==> src/rtl/seed_overcurrent_interlock.sv <==
// Over-current safety interlock: filters ADC samples, the seed comparator and the ADC
// watchdog into a latched, fail-safe trip that only clears via trip_clear plus a hold-off.
module seed_overcurrent_interlock #(
  parameter int unsigned TRIP_SAMPLES   = 3,
  parameter int unsigned CMP_FILTER     = 4,
  parameter int unsigned ADC_TIMEOUT    = 20000,
  parameter int unsigned HOLDOFF_CYCLES = 10000
) (
  input  logic        clk,
  input  logic        rstn,
  input  logic        enable,
  input  logic        dds_cw_mode_select,
  input  logic [15:0] dds_trip_limit,
  input  logic [15:0] cw_trip_limit,
  input  logic        adc_data_valid,
  input  logic [15:0] adc_current_data,
  input  logic        seed_compared,
  input  logic        trip_clear,
  output logic        over_current_limit,
  output logic        laser_permit,
  output logic [2:0]  trip_cause,
  output logic [7:0]  trip_count
);

  localparam int unsigned WdW = $clog2(ADC_TIMEOUT + 1);
  localparam int unsigned HoW = $clog2(HOLDOFF_CYCLES + 1);

  typedef enum logic [1:0] {StDisarmed, StArmed, StTripped, StHoldoff} state_e;

  state_e         state_q, state_d;
  logic           cmp_meta_q, cmp_sync_q;
  logic [7:0]     cmp_cnt_q, cmp_cnt_d;
  logic [3:0]     exc_cnt_q, exc_cnt_d;
  logic [WdW-1:0] wd_cnt_q, wd_cnt_d;
  logic [HoW-1:0] hold_cnt_q;
  logic           mode_q, enable_q, clear_q;
  logic           ocl_q, permit_q;
  logic [2:0]     cause_q;
  logic [7:0]     count_q;

  logic [15:0] limit;
  logic        over_limit, hit_a, hit_b, hit_c, trip, hold_done, trip_entry;

  always_comb begin
    limit      = dds_cw_mode_select ? cw_trip_limit : dds_trip_limit;
    over_limit = adc_current_data > limit;
    hit_a      = exc_cnt_q == 4'(TRIP_SAMPLES);
    // Filter must be saturated and the comparator still high, so a pulse of exactly
    // CMP_FILTER cycles is rejected.
    hit_b      = cmp_sync_q && (cmp_cnt_q == 8'(CMP_FILTER));
    hit_c      = wd_cnt_q == WdW'(ADC_TIMEOUT);
    trip       = (state_q == StArmed) && (hit_a || hit_b || hit_c);
    hold_done  = hold_cnt_q == HoW'(HOLDOFF_CYCLES - 1);

    cmp_cnt_d = cmp_cnt_q;
    if (!cmp_sync_q) begin
      cmp_cnt_d = '0;
    end else if (cmp_cnt_q != 8'(CMP_FILTER)) begin
      cmp_cnt_d = cmp_cnt_q + 8'd1;
    end

    exc_cnt_d = exc_cnt_q;
    if (state_q != StArmed || trip || dds_cw_mode_select != mode_q) begin
      exc_cnt_d = '0;
    end else if (adc_data_valid) begin
      if (!over_limit) begin
        exc_cnt_d = '0;
      end else if (!hit_a) begin
        exc_cnt_d = exc_cnt_q + 4'd1;
      end
    end

    wd_cnt_d = wd_cnt_q;
    if (state_q != StArmed || trip || adc_data_valid) begin
      wd_cnt_d = '0;
    end else if (!hit_c) begin
      wd_cnt_d = wd_cnt_q + WdW'(1);
    end
  end

  always_ff @(posedge clk or negedge rstn) begin
    if (!rstn) begin
      cmp_meta_q <= 1'b0;
      cmp_sync_q <= 1'b0;
      cmp_cnt_q  <= '0;
      exc_cnt_q  <= '0;
      wd_cnt_q   <= '0;
      mode_q     <= 1'b0;
      enable_q   <= 1'b0;
      clear_q    <= 1'b0;
    end else begin
      cmp_meta_q <= seed_compared;
      cmp_sync_q <= cmp_meta_q;
      cmp_cnt_q  <= cmp_cnt_d;
      exc_cnt_q  <= exc_cnt_d;
      wd_cnt_q   <= wd_cnt_d;
      mode_q     <= dds_cw_mode_select;
      enable_q   <= enable;
      clear_q    <= trip_clear;
    end
  end

  always_comb begin
    state_d = state_q;
    unique case (state_q)
      StDisarmed: if (enable_q) state_d = StArmed;
      StArmed: begin
        if (trip) begin
          state_d = StTripped;
        end else if (!enable_q) begin
          state_d = StDisarmed;
        end
      end
      // A clear while the comparator is still high is dropped.
      StTripped: if (clear_q && !cmp_sync_q) state_d = StHoldoff;
      StHoldoff: begin
        if (hit_b) begin
          state_d = StTripped;
        end else if (hold_done) begin
          state_d = StDisarmed;
        end
      end
      default: state_d = StDisarmed;
    endcase
    trip_entry = (state_d == StTripped) && (state_q != StTripped);
  end

  always_ff @(posedge clk or negedge rstn) begin
    if (!rstn) begin
      state_q    <= StDisarmed;
      ocl_q      <= 1'b0;
      permit_q   <= 1'b0;
      cause_q    <= '0;
      count_q    <= '0;
      hold_cnt_q <= '0;
    end else begin
      state_q    <= state_d;
      ocl_q      <= (state_d == StTripped) || (state_d == StHoldoff);
      permit_q   <= state_d == StArmed;
      hold_cnt_q <= (state_q == StHoldoff) ? hold_cnt_q + HoW'(1) : '0;
      if (trip_entry) begin
        cause_q <= (state_q == StArmed) ? {hit_c, hit_b, hit_a} : (cause_q | 3'b010);
        if (count_q != 8'hFF) begin
          count_q <= count_q + 8'd1;
        end
      end else if (state_q == StHoldoff && state_d == StDisarmed) begin
        cause_q <= '0;
      end
    end
  end

  assign over_current_limit = ocl_q;
  assign laser_permit       = permit_q;
  assign trip_cause         = cause_q;
  assign trip_count         = count_q;

endmodule

==> config.mk <==
export PLATFORM = sky130hd
export DESIGN_NAME = seed_overcurrent_interlock
export DESIGN_NICKNAME = d
export VERILOG_FILES = /design/src/rtl/seed_overcurrent_interlock.sv
export SDC_FILE = /design/constraint.sdc
export NUM_CORES = 1
export LEC_CHECK = 0
export ABC_AREA = 1
export ABC_CLOCK_PERIOD_IN_PS = 3300
export BUFFER_PORTS_ARGS = -buffer_cell sky130_fd_sc_hd__buf_2
export CORE_AREA = 3 3 98 77
export CTS_BUF_LIST = sky130_fd_sc_hd__clkbuf_16
export DETAILED_ROUTE_END_ITERATION = 6
export DIE_AREA = 0 0 101 80
export GPL_TIMING_DRIVEN = 0
export HOLD_SLACK_MARGIN = 0.15
export PLACE_DENSITY = 0.82
export SLEW_MARGIN = 20
export SYNTH_ARGS = -nofsm -noshare
export SYNTH_HDL_FRONTEND = slang
export SYNTH_SLANG_ARGS = --single-unit
export TNS_END_PERCENT = 10
==> constraint.sdc <==
create_clock -name clk -period 3.3 [get_ports clk]
set_clock_uncertainty 0.05 [all_clocks]
set_input_delay 0.33 -clock clk [delete_from_list [all_inputs] [get_ports clk]]
set_output_delay 0.33 -clock clk [all_outputs]
set_load 0.01 [all_outputs]
==> metrics.txt, run 1 <==
outcome finished clean; largest net degree at the start of global routing 62; Hold Fails Final Rpt 0; Starting Density 54.4%; Synth top area share between 40% and 50%; Die Ht 80 µm; CTS buffer count 9; post-CTS resize count 0; number of post-CTS setup repair buffers 0; synth-to-layout area growth 21.2%; core area between 6000 and 7000 µm²; Req. time, crit path 3510 ps; via count roughly 3200; PwrDens ~510 nW/µm²; DRC violations left 0; post-route cell area 4420 µm²; pre-CTS setup slack between 300 and 400 ps; sequential share of the synthesized area 41.9%; final period utilization 85.1%; most frequent cell after synthesis nand2_1; Die W 101 µm; Setup TNS 0 ps; WL final 7.79 mm; Cells after Synth 435; CP Launch Type input port; final net count a little under 600; CP Capture Type flop; VDD IR max roughly 430 µV; WL/cell 12.8 µm; crit-path max FO 10; Final GP Congestion around 0.85; RSZ-0062 raised after global routing false; Vias/cell 5.20; Final min period around 2800 ps; ANT cells 0; Commonest cells post-synth 73 x nand2_1, 61 x dfrtp_1, 57 x nor2_1; Post-synth EDFFs 0; Yosys reg bits between 60 and 70; vias in the first global route roughly 3100; CTS sink cnt 61; Area after DPL roughly 4100 µm²; Setup CP Type input port to flop; antenna violations before repair 0; Die ar. 8080 µm²; Pre-antenna DRT Iters 4; yosys warns 0; Clock Path Buffers 2; Max Cap Viol 0; CP Data Arrival Time 3020 ps; Async SR Flop Fraction between 90% and 100%; Leak Pwr between 2 and 2.5 nW; Cell variety after synth 31; count of final setup violators 0; IO buf count 67; fraction of layout cells with a size suffix above 1 between 20% and 30%; filler instances approximately 540; gr usage total roughly 21%; max-slew violations 0; Synth Net Count 513; synth top area cells dfrtp_1 42%, ha_1 7.9%, nand2_1 7.5%; Fmax 0.356 GHz; Slew @ Worst Pin 741 ps; clk slew on worst S/H paths roughly 50 ps; total gr overflow 0; TritonCTS clock tree done; Hold/Removal Path Class input port to flop; synthesized area per cell ~8.4 µm²; Final Worst Setup Slack approximately 500 ps; Ports 68; Post-Syn Area 3640 µm²; DRT antenna net count 0; detailed-placement wirelength estimate ~5.8 mm; Iter 0 DRT Violations between 100 and 150; post-synth top area cell dfrtp_1; worst skew pair latency ~330 ps; first-pass GRT wire length between 10 and 15 mm; H-Tree Depth 3; prevailing post-synth register cell dfrtp_1; Rel. slew slack about half; Core Rows 26; root buffer cell clkbuf_16
-- state kept, by name, indices dropped and copies added, names as in the netlist, 2 cells and up --
signal,count
exc_cnt_q,4
cmp_cnt_q,8
hold_cnt_q,14
trip_count,8
trip_cause,3
state_q,2
wd_cnt_q,15
-- per-stage QoR --
step           std cells  hold slack, ps  util, %  power (mW)
3_3_place_gp         586             282     60.9        1.32
3_5_place_dp         586             285     61.0        1.35
2_1_floorplan        435           -15.6        -        1.19
5_1_grt              606             291     65.9        2.36
4_1_cts              607             258     65.9        2.26
6_report             606             268     65.9        2.24
-- cell usage in the layout (no fill, tap or decap), types with 11 or more instances in the layout --
cell,instances
inv_1,51
xor2_1,11
ha_1,23
o21ai_0,19
dfrtp_1,61
mux2i_1,15
buf_2,68
nor2_1,57
nand2_1,73
nand3_1,40
nor3_1,11
a21oi_1,24
-- metal layers --
metal	vias up	wire, µm	global-route usage (%)
met5	-	0	0
met4	0	47	4.65
met3	6	287	5.59
met2	49	4020	37.5
met1	1493	3430	26.6
li1	1604	-	-
-- worst max-delay path, stage by stage --
cell and delay [ps]:
dlygate4sd3_1 520, buf_2 260, buf_2 350, mux2i_1 130, ha_1 330, nand4_1 140
nor3_1 310, nand3b_1 110, nand3_1 100, nand2_1 100, nor2_1 150, nand3_1 90
nand2_1 80
-- report_power, final --
group	internal [mW]	switching [mW]
Combinational	0.184	0.290
Sequential	0.809	0.0619
Clock	0.572	0.323
-- final cells by class --
| cell class | instances | area (µm²) | area share (%) |
|---|---|---|---|
| Clock inverter | 7 | 58.8 | 1.33 |
| Clock buffer | 9 | 225 | 5.10 |
| Sequential cell | 61 | 1530 | 34.6 |
| Inverter | 51 | 191 | 4.34 |
| Multi-Input combinational cell | 320 | 1910 | 43.3 |
| Tap cell | 84 | 105 | 2.38 |
| Timing Repair Buffer | 72 | 388 | 8.78 |
| Buffer | 2 | 10.0 | 0.227 |
-- final timing paths --
kind | start | end | slack (ps) | depth (start not counted)
min in group asynchronous | rstn | wd_cnt_q[5] | 550 | 2
worst max register to register | cmp_cnt_q[0] | trip_count[4] | 1300 | 13
max in group asynchronous | rstn | trip_cause[1] | 2150 | 2
worst max-delay path | dds_cw_mode_select | exc_cnt_q[2] | 490 | 13
worst min register to register | cmp_meta_q | cmp_sync_q | 300 | 0
worst min-delay path | adc_data_valid | exc_cnt_q[0] | 270 | 3
-- what timing repair did --
item	CTS	global route
hold buffers	5	0
hold endpoints to repair	65	0
setup endpoints to repair	0	3
-- cells by family after synthesis --
group / share of synthesized area (%)
fa+ha+maj: 7.90
mux: 4.43
buf+inv: 5.63
simple gates: 29.6
compound gates: 6.94
flops: 41.9
xor+xnor: 3.61
No activity file was read; power rests on OpenSTA's default activity.
==> inputs of run 2 (changes only) <==
ABC_CLOCK_PERIOD_IN_PS = 3630   (was 3300)
CELL_PAD_IN_SITES_DETAIL_PLACEMENT = 2   (was not set)
CELL_PAD_IN_SITES_GLOBAL_PLACEMENT = 2   (was not set)
CORE_AREA = 3 3 122 95   (was 3 3 98 77)
CTS_CLUSTER_DIAMETER = 50   (was not set)
DIE_AREA = 0 0 125 98   (was 0 0 101 80)
PLACE_DENSITY = 0.87   (was 0.82)
clock period = 3.63 ns   (was 3.3 ns; I/O delays follow)
==> run 2 against run 1 <==
  * Global-route usage down 0.071 points
  * Cell count up 8.7%
  * Count of clock-buffer cells in the layout did not move
  * Sequential power fell by 8.4%
  * Via count up 7.6%
  * Combinational power is essentially flat
  * First-iteration DRC count decreased by 24%
  * Die area rose by 52%
  * Final area rose by 1.9%
  * Total power decreased by 5.8%
  * Critical path type unchanged
  * Critical endpoint unchanged
  * Largest cell class unchanged
==> metrics.txt, run 2 (same netlist as run 1, synthesis figures left out) <==
outcome finished clean; Hold/Removal Path Class flop to flop; Comb power frac around 23%; most common cell after layout, fill and taps aside nand2_1; root buffer cell clkbuf_16; Die W around 130 µm; detailed-placement wirelength estimate 8.65 mm; Hold Fails Final Rpt 0; Ports a little under 70; CTS sink cnt around 60; Clock power frac 39.7%; Final Core Density 43.6%; Die Ht just under 100 µm; most frequent cells in the layout 73 x nand2_1, 68 x buf_2, 61 x dfrtp_1, 57 x nor2_1, 51 x inv_1; clk slew on worst S/H paths about 60 ps; Net Sw Power a little under 700 µW; Pre-antenna DRT Iters 4; Setup TNS 0 ps; Setup CP Type input port to flop; Core Rows 32; Area after DPL around 4200 µm²; Final min period between 3000 and 4000 ps; Clock Path Buffers 2; DRT antenna net count 0; Final GP Congestion roughly 0.74; H-Tree Depth 3; WL/cell between 15 and 20 µm; post-route cell area approximately 4500 µm²; Rel. slew slack between 70% and 80%; CTS buffer count 9; switching share of power between 30% and 40%; final period utilization 87.3%; antenna violations before repair 0; filler instances 1173; Fmax around 0.32 GHz; Req. time, crit path between 3000 and 4000 ps; Max Cap Viol 0; count of final setup violators 0; core area between 10000 and 15000 µm²; number of post-CTS setup repair buffers 0; Post-Layout Cell Count about 660; crit-path max FO 10; Most flops, register wd_cnt_q; IO buf count between 60 and 70; via count 3391; synth-to-layout area growth 23.6%; vias in the first global route 3953; Regs by FF count wd_cnt_q x15, hold_cnt_q x14; Iter 0 DRT Violations 106; max-slew violations 0; VDD IR max ~330 µV; final net count ~600; cell count after placement between 600 and 700; worst skew pair latency 340 ps; Die ar. between 10000 and 15000 µm²; DRC violations left 0; gr usage total roughly a fifth; sequential share of power 37.8%; total gr overflow 0; CP Capture Type flop; ANT cells 0; fraction of layout cells with a size suffix above 1 between 20% and 30%; max reg flops 15; Vias/cell 5.15; TritonCTS clock tree done; Int Pwr 1.43 mW; first-pass GRT wire length between 20 and 25 mm; Slew @ Worst Pin approximately 440 ps; Starting Density a little over a third; post-CTS resize count 0; WL final roughly 13 mm; RSZ-0062 raised after global routing false; PwrDens 469 nW/µm²; largest net degree at the start of global routing 34; CP Data Arrival Time around 3400 ps; CP Launch Type input port; Leak Pwr roughly 2.3 nW
==> run 2: cell count changes in the layout (fill, tap and decap cells not counted) <==
cell,before,now
buf_12,0,1
==> run 2: final cells by class <==
cell class | count | area [µm²] | share of cell area [%]
multi-input cells | 320 | 1910 | 42.5
flip-flops and latches | 61 | 1530 | 33.9
repair buffers | 73 | 408 | 9.06
clock buffers | 9 | 225 | 5.00
inverters | 51 | 191 | 4.25
well taps | 136 | 170 | 3.78
clock inverters | 7 | 58.8 | 1.31
plain buffers | 2 | 10.0 | 0.222
==> run 2: power by group through the flow <==
stage	Combinational (mW)	Clock [mW]	Sequential, mW
final	0.475	0.838	0.798
after global placement	0.424	0	0.800
after detailed placement	0.459	0	0.807
after global routing	0.532	0.887	0.808
after CTS	0.477	0.851	0.797
after floorplan	0.278	0	0.805
==> run 2: critical path, cell delays in order <==
cell and delay (ps):
dlygate4sd3_1 540, buf_2 270, buf_2 360, mux2i_1 150
ha_1 350, nand4_1 160, nor3_1 390, nand2_1 160
nand3_1 130, nand2_1 110, nor2_1 200, nand3_1 110
nand2_1 90
==> run 2: per-layer routing <==
metal	track usage, %	part of all wire, %	vias to the layer above
li1	-	-	1606
met1	25.0	43	1695
met2	38.7	52	70
met3	4.65	3.2	20
met4	7.25	1.8	0
met5	0	0	-
==> run 2: what timing repair did <==
item                                    CTS  global route
hold buffers                              5             0
hold endpoints to repair                 32             0
endpoints found under the setup margin    0             4
==> run 2: through the flow <==
stage | total power, mW | setup slack, ps | hold WS, ps
2_1_floorplan | 1.08 | 1280 | 17.4
3_3_place_gp | 1.22 | 740 | 282
3_5_place_dp | 1.27 | 455 | 275
4_1_cts | 2.13 | 77.7 | 298
5_1_grt | 2.23 | 210 | 324
6_report | 2.11 | 461 | 312
==> run 2: path summary, 6_finish.rpt <==
path	start	endpoint	slack, ps	depth (start not counted)
min reg2reg	cmp_meta_q	cmp_sync_q	310	0
min	cmp_meta_q	cmp_sync_q	310	0
min in group asynchronous	rstn	mode_q	460	2
max reg2reg	cmp_cnt_q[0]	trip_count[2]	1470	13
max	dds_cw_mode_select	exc_cnt_q[2]	460	13
max in group asynchronous	rstn	cmp_cnt_q[0]	2550	3
